<file path="src/rtl/cdc_tx_arbiter.sv">
// rtl/cdc_tx_arbiter.sv - round-robin scheduler feeding one shared slow-to-fast CDC channel
// Launches one requester word per pulse, then holds the channel idle for a guard gap.
module cdc_tx_arbiter #(
  parameter int NUM_REQ    = 4,
  parameter int DATA_WIDTH = 8,
  parameter int GAP_CYCLES = 3,
  localparam int TAG_W     = $clog2(NUM_REQ)
) (
  input  logic                          clk_i,
  input  logic                          rst_ni,
  input  logic [NUM_REQ-1:0]            req_i,
  input  logic [NUM_REQ*DATA_WIDTH-1:0] req_data_i,
  output logic [NUM_REQ-1:0]            grant_o,
  output logic [DATA_WIDTH-1:0]         cdc_din_o,
  output logic [TAG_W-1:0]              cdc_tag_o,
  output logic                          cdc_valid_o,
  output logic                          busy_o
);

  localparam int CNT_W = (GAP_CYCLES > 1) ? $clog2(GAP_CYCLES) : 1;
  localparam logic [TAG_W-1:0] LAST_TAG = TAG_W'(NUM_REQ - 1);

  typedef enum logic [1:0] {
    IDLE   = 2'd0,
    LAUNCH = 2'd1,
    GAP    = 2'd2
  } state_t;

  state_t                  state_q, state_d;
  logic [TAG_W-1:0]        ptr_q, ptr_d;
  logic [CNT_W-1:0]        cnt_q, cnt_d;
  logic [DATA_WIDTH-1:0]   din_q, din_d;
  logic [TAG_W-1:0]        tag_q, tag_d;
  logic                    valid_q, valid_d;
  logic [NUM_REQ-1:0]      grant_q, grant_d;

  logic [DATA_WIDTH-1:0]   words [NUM_REQ];
  logic                    found;
  logic [TAG_W-1:0]        win_tag;

  always_comb begin
    for (int i = 0; i < NUM_REQ; i++) begin
      words[i] = req_data_i[i*DATA_WIDTH +: DATA_WIDTH];
    end
  end

  // Rotating priority: scan upward from ptr_q with wrap, first set bit wins.
  always_comb begin
    int               idx;
    logic [TAG_W-1:0] sel;
    found   = 1'b0;
    win_tag = '0;
    idx     = 0;
    sel     = '0;
    for (int i = 0; i < NUM_REQ; i++) begin
      idx = int'(ptr_q) + i;
      if (idx >= NUM_REQ) begin
        idx = idx - NUM_REQ;
      end
      sel = TAG_W'(idx);
      if (!found && req_i[sel]) begin
        found   = 1'b1;
        win_tag = sel;
      end
    end
  end

  always_comb begin
    state_d = state_q;
    ptr_d   = ptr_q;
    cnt_d   = cnt_q;
    din_d   = din_q;
    tag_d   = tag_q;
    valid_d = 1'b0;
    grant_d = '0;
    case (state_q)
      IDLE: begin
        if (found) begin
          din_d            = words[win_tag];
          tag_d            = win_tag;
          valid_d          = 1'b1;
          grant_d[win_tag] = 1'b1;
          state_d          = LAUNCH;
        end
      end
      LAUNCH: begin
        ptr_d   = (tag_q == LAST_TAG) ? '0 : tag_q + 1'b1;
        cnt_d   = CNT_W'(GAP_CYCLES - 1);
        state_d = GAP;
      end
      GAP: begin
        if (cnt_q == '0) begin
          state_d = IDLE;
        end else begin
          cnt_d = cnt_q - 1'b1;
        end
      end
      default: begin
        state_d = IDLE;
      end
    endcase
  end

  always_ff @(posedge clk_i or negedge rst_ni) begin
    if (!rst_ni) begin
      state_q <= IDLE;
      ptr_q   <= '0;
      cnt_q   <= '0;
      din_q   <= '0;
      tag_q   <= '0;
      valid_q <= 1'b0;
      grant_q <= '0;
    end else begin
      state_q <= state_d;
      ptr_q   <= ptr_d;
      cnt_q   <= cnt_d;
      din_q   <= din_d;
      tag_q   <= tag_d;
      valid_q <= valid_d;
      grant_q <= grant_d;
    end
  end

  assign grant_o     = grant_q;
  assign cdc_din_o   = din_q;
  assign cdc_tag_o   = tag_q;
  assign cdc_valid_o = valid_q;
  assign busy_o      = (state_q != IDLE);

endmodule

</file>
<file path="config.mk">
export PLATFORM = sky130hd
export DESIGN_NAME = cdc_tx_arbiter
export DESIGN_NICKNAME = d
export VERILOG_FILES = /design/src/rtl/cdc_tx_arbiter.sv
export SDC_FILE = /design/constraint.sdc
export NUM_CORES = 1
export LEC_CHECK = 0
export ABC_AREA = 1
export BUFFER_PORTS_ARGS = -buffer_cell sky130_fd_sc_hd__buf_2
export CELL_PAD_IN_SITES_DETAIL_PLACEMENT = 1
export CELL_PAD_IN_SITES_GLOBAL_PLACEMENT = 2
export CORE_MARGIN = 1
export CORE_UTILIZATION = 25
export DETAILED_ROUTE_END_ITERATION = 16
export PLACE_DENSITY = 0.84
export REMOVE_ABC_BUFFERS = 1
export SLEW_MARGIN = 25
export SYNTH_ARGS = -nofsm -noshare
export SYNTH_HDL_FRONTEND = slang
export SYNTH_SLANG_ARGS = --single-unit
</file>
<file path="constraint.sdc">
create_clock -name clk_i -period 2.65 [get_ports clk_i]
set_clock_uncertainty 0.15 [all_clocks]
set_input_delay 0.3975 -clock clk_i [delete_from_list [all_inputs] [get_ports clk_i]]
set_output_delay 0.3975 -clock clk_i [all_outputs]
set_load 0.1 [all_outputs]
</file>
**Yosys cells after proc, flatten, opt, wreduce, memory -nomap -nowiden**

Cells that the tools add are included.

- Reduce and logical (&&, ||, !) cells: 14
- $add $sub $neg: 9
- Order comparisons: 11
- Equality and inequality tests: 6
- Mux-type cells: 35
- Bitwise logic cells: 1

Operator list:

| operator | count |
|---|---|
| 2-bit 2-to-1 mux | 12 |
| 8-bit binary-select mux with 2-bit select | 1 |
| 8-bit 2-to-1 mux | 2 |
| 2-bit by 3-bit < comparator with 1-bit output (second input constant) | 5 |
| 3-bit greater-or-equal comparator (second input constant) | 4 |
| 1-bit 2-to-1 mux | 11 |
| 2-bit by 1-bit subtractor with 2-bit output (second input constant) | 5 |
| 1-bit binary-select mux with 2-bit select | 4 |
| 4-bit 2-to-1 mux | 2 |
| 2-bit by 2-bit adder with 3-bit output (second input constant) | 2 |
| 2-bit != test (second input constant) | 3 |
| 2-bit case mux with 3 select lines | 1 |
| 2-bit AND reduction | 3 |
| 2-bit equality test (second input constant) | 2 |
| 1-bit logical AND | 4 |
| 2-bit logical NOT | 2 |
| 2-bit case mux with 2 select lines | 1 |
| 2-bit nonzero test | 2 |
| 2-bit by 1-bit adder with 3-bit output (second input constant) | 1 |
| 2-bit by 3-bit greater-or-equal comparator with 1-bit output (second input constant) | 1 |
| 1-bit logical NOT | 3 |
| 2-bit NOT with 3-bit output | 1 |
| 2-bit by 1-bit adder with 2-bit output (second input constant) | 1 |
| 1-bit demux with 2-bit select | 1 |
| 2 further kinds | 2 |

- Output and inout port bits: 16
- Register bits after elaboration: 21
- Input bits: 38
- Logic and storage cells: 83

**Depth between registers and ports, before layout**

Gate-level depths: netlist (run 1).

- Depth in word-level cells: 20
- Mapped depth: 15
- Mapped depth without buffers: 14

**Worst setup path before layout (run 1)**

Ideal clock, no wire load.

- Path kind: reg2reg
- Start point: register ptr_q[0]
- End point: register din_q[3] (netlist: cdc_din_o[3])
- Data required time: 2.374 ns
- Stages on the path, launching flop included: 14
- Arrival time: 1.615 ns
- Setup slack: 0.759 ns
- Library setup time: 0.126 ns
- Clock period less this slack: 1.891 ns
- Cells stage by stage: dfrtp_1 -> buf_4 -> nand2_1 -> nand2_1 -> nand2_2 -> nand2_1 -> nor2_4 -> nand3_4 -> nand2_4 -> nand2_4 -> buf_6 -> or2_0 -> nand3_1 -> nand3_1

- Longest elaborated chain between the ends: 18
- Elaborated cells between the ends (all ways): 42

RTL lines:

| element | line | text |
|---|---|---|
| from (decl) | 30 | `logic [TAG_W-1:0] ptr_q, ptr_d;` |
| from (signal assigned) | 115 | `ptr_q <= ptr_d;` |
| branches (longest 18 deep; another with 2-bit by 1-bit adder with 3-bit output) | - |  |
| to (signal assigned) | 117 | `din_q <= din_d;` |
| to (decl) | 32 | `logic [DATA_WIDTH-1:0] din_q, din_d;` |

Parallel ways; which one is timed is not known. The select of a mux whose other input is x is not followed.
A chain may end at the register's enable or synchronous reset.

**Worst setup path in the final report (run 1)**

- Start point: register ptr_q[0]
- End point: register din_q[5] (netlist: cdc_din_o[5])

The elaborated chain is that of the path after synthesis.

==> key figures, run 1 <==
Outcome
  • Status: complete, no violations

Worst setup path
  • Setup slack of the most critical reg-to-reg path: 0.39 ns
  • Crit Path Max Fanout: 25
  • Worst EP arrival: 2.26 ns
  • Critical Path Start Type: flip-flop
  • Critical Path End Type: flip-flop
  • CP Cell Sequence: inv_2 > nand2_1 > nand2_2 > nand2_2 > nand2_1 > nor2_4 > nand3_4 > nand2_4 > nand2_4 > inv_1 > nand2_1 > nand3_1 > nand3_1
  • Worst path top cell family by delay: simple AND/OR/NAND/NOR gates
  • Worst endpoint required time: 2.65 ns
  • Maximum cell stage delay along the critical path: 0.51 ns
  • Kind of critical path: flip-flop to flip-flop
  • Most used cell along the critical path: sky130_fd_sc_hd__nand2_1
  • Buffers and inverters on the worst path: 2
  • RR Startpoint: ptr_q[0]
  • Slowest cell on crit path: sky130_fd_sc_hd__dfrtp_2
  • Critical path startpoint: ptr_q[0]

Global route
  • Total gr overflow: 0
  • Total track usage: 13.1%
  • Most congested layer reported by global routing: met2
  • GR met1 Demand/Resource: 17.2%
  • Number of antenna violations at the first check in global routing: 0
  • Wire length of the first global-routing pass: 6470 microns
  • Pin count of the biggest net entering global routing: 26
  • Met3 layer usage reported by global route: 2.00%
  • Met2 Track Usage GR: 22.5%
  • Vias in the first global route: 1477

Clocking
  • Inserted Clock Buffers: 3
  • Count of clock tree sinks: 21
  • Maximum level of the CTS H-tree: 1
  • Clock Latency Late Sink: 0.26 ns
  • Root buffer cell: sky130_fd_sc_hd__clkbuf_8
  • TritonCTS clock tree: done
  • Clock transition time at the flip-flop clock pins of the worst setup and hold paths: 0.08 ns
  • Maximum root-to-sink buffer count: 2

Final layout
  • Area Growth Syn to Fin: 27.0%
  • # diodes: 0
  • Count of filler cells inserted in the layout: 763
  • Multi-input combinational cell area: 711 sq um
  • Layout cell share with drive strength beyond 1: 29.7%
  • Final layout net count: 314
  • Area taken by flip-flops and latches: 527 sq um
  • Layout Cells excl Fill: 345

Routing
  • Remaining number of nets flagged by the antenna check after routing: 0
  • Final wirelength: 3630 microns
  • Total via count after detailed routing: 1442
  • Detailed-route vias per instance: 4.18
  • Post-DR wirelength/cell: 10.5 microns
  • Pre-Repair DR Iteration Count: 4
  • Remaining DRCs: 0
  • First-iteration detailed-routing DRC count: 33

STA
  • Count of endpoints failing hold in the final timing report: 0
  • Final worst path period need: 2.26 ns
  • RSZ-0062 raised after global routing: no
  • Smallest hold slack: 0.303 ns
  • Transition time of the tightest slew-check pin: 0.493 ns
  • Max-slew headroom: 67.3%
  • Final slew viol count: 0
  • Setup TNS: 0 ns
  • Period utilization: 85.4%
  • Final-report setup violation count: 0
  • Maximum clock frequency: 0.442 GHz

Placement
  • Final weighted congestion of routability-driven global placement: 0.740
  • Post-DP HPWL: 2990 microns
  • Placed Instances: 340
  • Number of buffer cells added on primary ports: 53

Synth
  • Synth top area cells: sky130_fd_sc_hd__dfrtp_1, sky130_fd_sc_hd__nand2_1, sky130_fd_sc_hd__inv_1, sky130_fd_sc_hd__nand3_1, sky130_fd_sc_hd__nor2_1
  • Seq/Total Area, Yosys: 36.5%
  • Combined area of all synthesized cells: 1440 sq um
  • Async set-or-reset flop fraction in the synthesized netlist: 100%
  • Top flip-flop cell by instance count after synthesis: sky130_fd_sc_hd__dfrtp_1
  • Synthesis-stage register bit count: 21
  • Syn. warnings: 0
  • Cell count after synthesis: 218
  • Library cells used by synthesis: 25
  • Most area-hungry cell type in the Yosys netlist: sky130_fd_sc_hd__dfrtp_1
  • Yosys top cell area share: 36.5%
  • Post-synth EDFFs: 0
  • Mapped Avg Cell Area: 6.61 sq um

Floorplan
  • Total die area: 6070 sq um
  • Row count: 27
  • Starting utilization of the core area: 26.0%
  • Die extent in y: 77.9 microns
  • Core area: 5540 sq um
  • Ports placed on the boundary: 54
  • DIE WIDTH: 77.9 microns

Min path
  • Startpoint of the most critical hold path: req_data_i[29]
  • Hold Path Class: input port to flip-flop

Job
  • Maximum Capacitance Violations: 0
path summary, 6_finish.rpt:
path	end	cells after the start
worst max register to register	cdc_din_o[5]	13
worst min-delay path	cdc_din_o[5]	4
max in group asynchronous	ptr_q[0]	2
worst min register to register	cdc_din_o[2]	2
worst max-delay path	cdc_din_o[5]	13
min in group asynchronous	cnt_q[0]	2
cell usage after synthesis, types with 2 or more instances:
| cell | number |
|---|---|
| sky130_fd_sc_hd__nand3_2 | 2 |
| sky130_fd_sc_hd__nor2_1 | 13 |
| sky130_fd_sc_hd__o21ai_0 | 2 |
| sky130_fd_sc_hd__buf_4 | 2 |
| sky130_fd_sc_hd__nand2_1 | 73 |
| sky130_fd_sc_hd__nand3_1 | 29 |
| sky130_fd_sc_hd__inv_2 | 2 |
| sky130_fd_sc_hd__nor2_2 | 2 |
| sky130_fd_sc_hd__ha_1 | 2 |
| sky130_fd_sc_hd__dfrtp_1 | 21 |
| sky130_fd_sc_hd__or2_2 | 4 |
| sky130_fd_sc_hd__nand2_4 | 2 |
| sky130_fd_sc_hd__nand2_2 | 7 |
| sky130_fd_sc_hd__inv_1 | 44 |
| sky130_fd_sc_hd__a21oi_1 | 3 |
worst min-delay path: cells and delay by family:
kind          cells  cell delay (ns)
simple gates      3             0.22
buf+inv           1             0.07
repair_timing:
item / in CTS / in global routing
resized for setup: 0 / 1
endpoints found under the hold margin: 21 / 0
setup endpoints to repair: 0 / 5
setup buffers: 0 / 0
hold buffers: 1 / 0
state kept, by name (all words and copies together), names as in the netlist:
register	flops
cdc_tag_o	2
cnt_q	2
cdc_din_o	8
state_q	2
ptr_q	2
grant_o	4
cdc_valid_o	1
per-stage QoR:
| stage | worst slack (ns) | utilization, % | instance area (sq um) |
|---|---|---|---|
| 3_5_place_dp | 0.231 | 32.0 | 1770 |
| 3_3_place_gp | 0.295 | 32.0 | 1770 |
| 2_1_floorplan | 0.611 | - | 1410 |
| 4_1_cts | 0.214 | 33.0 | 1830 |
| 6_report | 0.388 | 33.0 | 1830 |
| 5_1_grt | 0.152 | 33.0 | 1830 |
metal layers:
metal / routed length (microns) / up-vias
li1: - / 761
met1: 1690 / 643
met2: 1750 / 34
met3: 153 / 4
met4: 33 / 0
met5: 0 / -
cell usage in the layout (no fill, tap or decap):
master and n:
sky130_fd_sc_hd__nand3_4 1, sky130_fd_sc_hd__nand3_2 2, sky130_fd_sc_hd__o21ai_1 1, sky130_fd_sc_hd__nand3_1 29, sky130_fd_sc_hd__o21ai_2 1, sky130_fd_sc_hd__nor2_1 13, sky130_fd_sc_hd__ha_1 2, sky130_fd_sc_hd__nand3b_1 1
sky130_fd_sc_hd__dfrtp_2 1, sky130_fd_sc_hd__a21oi_1 3, sky130_fd_sc_hd__buf_2 53, sky130_fd_sc_hd__nand2_1 73, sky130_fd_sc_hd__o21ai_0 2, sky130_fd_sc_hd__or2_0 1, sky130_fd_sc_hd__nand2_2 7, sky130_fd_sc_hd__dlygate4sd3_1 1
sky130_fd_sc_hd__inv_2 2, sky130_fd_sc_hd__dfrtp_1 20, sky130_fd_sc_hd__clkbuf_8 3, sky130_fd_sc_hd__nor3_1 1, sky130_fd_sc_hd__or2_2 4, sky130_fd_sc_hd__o31ai_1 1, sky130_fd_sc_hd__buf_4 1, sky130_fd_sc_hd__nand2_4 2
sky130_fd_sc_hd__inv_1 44, sky130_fd_sc_hd__nor2_4 1, sky130_fd_sc_hd__nor2_2 2, sky130_fd_sc_hd__clkinv_2 1
final cells by class:
type,instances,share of cell area (%)
clock inverters,1,0.274
inverters,46,9.44
well taps,72,4.92
multi-input cells,147,38.9
clock buffers,3,2.26
flip-flops and latches,21,28.8
repair buffers,55,15.5
cell families after synthesis:
logic type,after synthesis,share of synthesized area (%)
flops,21,36.5
simple gates,137,44.4
compound gates,8,3.21
buf+inv,50,14.2
fa+ha+maj,2,1.74
Power of run 1 is left out: the tool's default activity adds up to more than one toggle a clock period on the data nets, which glitch-free logic cannot reach.
==> run 2: changes to the inputs <==
- ABC_AREA: 1 -> not set
- CORE_UTILIZATION: 25 -> 27
- GPL_TIMING_DRIVEN: not set -> 0
- PLACE_DENSITY: 0.84 -> 0.83
==> key figures, run 2 <==
Final layout
  • Area taken by flip-flops and latches: 526 sq um
  • Flip-flop count of the largest register after layout: 8
  • Final layout net count: 195
  • Count of filler cells inserted in the layout: 479
  • Top library cells by usage in the layout, fill and taps aside: sky130_fd_sc_hd__buf_2, sky130_fd_sc_hd__dfrtp_1, sky130_fd_sc_hd__mux2i_1
  • Layout cell share with drive strength beyond 1: 48.1%
  • Most common library cell in the layout ignoring fill and taps: sky130_fd_sc_hd__buf_2
  • # diodes: 0
  • Area Growth Syn to Fin: 31.0%
  • Multi-input combinational cell area: 582 sq um

Synth
  • Mapped Avg Cell Area: 11.5 sq um
  • Most frequent cells after synthesis: sky130_fd_sc_hd__dfrtp_1, sky130_fd_sc_hd__mux2i_1, sky130_fd_sc_hd__nand2_1
  • Seq/Total Area, Yosys: 45.4%
  • Library cells used by synthesis: 27
  • Synthesis-stage register bit count: 21
  • Most area-hungry cell type in the Yosys netlist: sky130_fd_sc_hd__dfrtp_1
  • Cell count after synthesis: 101
  • Syn. warnings: 0
  • Combined area of all synthesized cells: 1160 sq um
  • Async set-or-reset flop fraction in the synthesized netlist: 100%
  • Most used standard cell by instance count after synthesis: sky130_fd_sc_hd__dfrtp_1
  • Top flip-flop cell by instance count after synthesis: sky130_fd_sc_hd__dfrtp_1
  • Yosys top cell area share: 45.4%
  • Post-synth EDFFs: 0
  • Synth top area cells: sky130_fd_sc_hd__dfrtp_1, sky130_fd_sc_hd__mux2i_1, sky130_fd_sc_hd__o221ai_2, sky130_fd_sc_hd__nand2_1, sky130_fd_sc_hd__mux2_2

Clocking
  • Maximum root-to-sink buffer count: 2
  • Maximum level of the CTS H-tree: 1
  • Inserted Clock Buffers: 3
  • TritonCTS clock tree: done
  • Clock transition time at the flip-flop clock pins of the worst setup and hold paths: 0.08 ns
  • Clock Latency Late Sink: 0.26 ns
  • Root buffer cell: sky130_fd_sc_hd__clkbuf_8
  • Count of clock tree sinks: 21

Global route
  • Total gr overflow: 0
  • Vias in the first global route: 1051
  • Number of antenna violations at the first check in global routing: 0
  • Total track usage: 14.4%
  • Pin count of the biggest net entering global routing: 22
  • Wire length of the first global-routing pass: 4910 microns

Routing
  • Pre-Repair DR Iteration Count: 4
  • Final wirelength: 3000 microns
  • First-iteration detailed-routing DRC count: 18
  • Detailed-route vias per instance: 4.90
  • Remaining DRCs: 0
  • Total via count after detailed routing: 1000
  • Remaining number of nets flagged by the antenna check after routing: 0
  • Post-DR wirelength/cell: 14.7 microns

STA
  • Final-report setup violation count: 0
  • Maximum clock frequency: 0.441 GHz
  • Max-slew headroom: 42.4%
  • Final worst path period need: 2.27 ns
  • Final slew viol count: 0
  • RSZ-0062 raised after global routing: no
  • Transition time of the tightest slew-check pin: 0.864 ns
  • Period utilization: 85.5%
  • Count of endpoints failing hold in the final timing report: 0
  • Setup TNS: 0 ns

Floorplan
  • Total die area: 4560 sq um
  • Core area: 4060 sq um
  • Die extent in y: 67.5 microns
  • Row count: 23
  • Starting utilization of the core area: 28.6%
  • DIE WIDTH: 67.5 microns
  • Ports placed on the boundary: 54

Worst setup path
  • Crit Path Max Fanout: 21
  • Worst endpoint required time: 2.62 ns
  • Worst EP arrival: 2.23 ns
  • Kind of critical path: flip-flop to flip-flop
  • Maximum cell stage delay along the critical path: 0.67 ns
  • CP Cell Sequence: mux2_2 > o221ai_4 > mux2i_1 > o221ai_2
  • Slowest cell on crit path: sky130_fd_sc_hd__o221ai_4
  • Critical Path Start Type: flip-flop
  • Critical Path End Type: flip-flop

Placement
  • Final weighted congestion of routability-driven global placement: 0.616
  • Number of buffer cells added on primary ports: 53
  • Post-DP HPWL: 2340 microns

Outcome
  • Status: complete, no violations

Min path
  • Hold Path Class: input port to flip-flop

Job
  • Maximum Capacitance Violations: 0
## run 2: cell types whose count changed after synthesis, moves of 3 or more
cell,before,now
sky130_fd_sc_hd__nor2_1,13,3
sky130_fd_sc_hd__nand2_2,7,0
sky130_fd_sc_hd__mux2_2,0,3
sky130_fd_sc_hd__inv_1,44,7
sky130_fd_sc_hd__or2_2,4,0
sky130_fd_sc_hd__nand2_1,73,14
sky130_fd_sc_hd__nor2b_1,0,3
sky130_fd_sc_hd__o221ai_2,0,9
sky130_fd_sc_hd__nand3_1,29,0
sky130_fd_sc_hd__mux2i_1,0,16
## run 2: final cells by class
type,instances,area share (%)
clock inverters,1,0.330
well taps,50,4.12
clock buffers,3,2.72
inverters,7,1.73
flip-flops and latches,21,34.6
multi-input cells,68,38.3
repair buffers,54,18.1
## run 2: timing repair
action	CTS	global route
resized for setup	0	0
hold endpoints to repair	21	0
setup buffers	0	0
hold buffers	1	0
## run 2: layer usage
| layer | global-route usage (%) | vias up | wire length [microns] |
|---|---|---|---|
| li1 | - | 472 | - |
| met1 | 16.4 | 493 | 1170 |
| met2 | 27.2 | 35 | 1640 |
| met3 | 3.21 | 0 | 190 |
| met4 | 2.39 | 0 | 0 |
| met5 | 0 | - | 0 |
## run 2: kinds of logic (layout without fill, tap and decap cells)
logic type	count (synthesis)	after routing	synth area share, %
buffers and inverters	12	65	5.40
and+or+nand+nor	28	28	12.5
muxes	19	19	16.7
DFF	21	21	45.4
adders and majority gates	2	2	2.16
AOI/OAI and AO/OA	19	19	17.8
## run 2: worst max-delay path: cells and delay by family, from the launching register on
kind | cells | cell delay (ns)
compound gates | 2 | 0.81
flops | 1 | 0.44
mux | 2 | 0.72
## run 2: worst paths after layout
kind	cells past startpoint	end	slack, ns	start
setup reg to reg	4	cdc_din_o[0]	0.38	ptr_q[1]
hold / removal	3	cdc_din_o[3]	0.30	req_data_i[11]
hold reg to reg	2	cdc_din_o[6]	0.35	cdc_din_o[6]
min in group asynchronous	2	ptr_q[0]	0.49	rst_ni
max in group asynchronous	2	cdc_din_o[4]	1.52	rst_ni
setup / recovery	4	cdc_din_o[0]	0.38	ptr_q[1]
## run 2: per-stage QoR
stage / instances / instance area [sq um] / hold slack [ns] / util (%) / setup WS (ns)
after floorplan: 96 / 1120 / -0.0481 / - / 0.424
after global placement: 199 / 1450 / 0.232 / 35.7 / 0.122
after detailed placement: 199 / 1460 / 0.242 / 36.0 / 0.325
after CTS: 204 / 1520 / 0.307 / 37.4 / 0.348
after global routing: 204 / 1520 / 0.320 / 37.4 / 0.292
final: 204 / 1520 / 0.303 / 37.4 / 0.385
Power of run 2 is left out for the same reason.
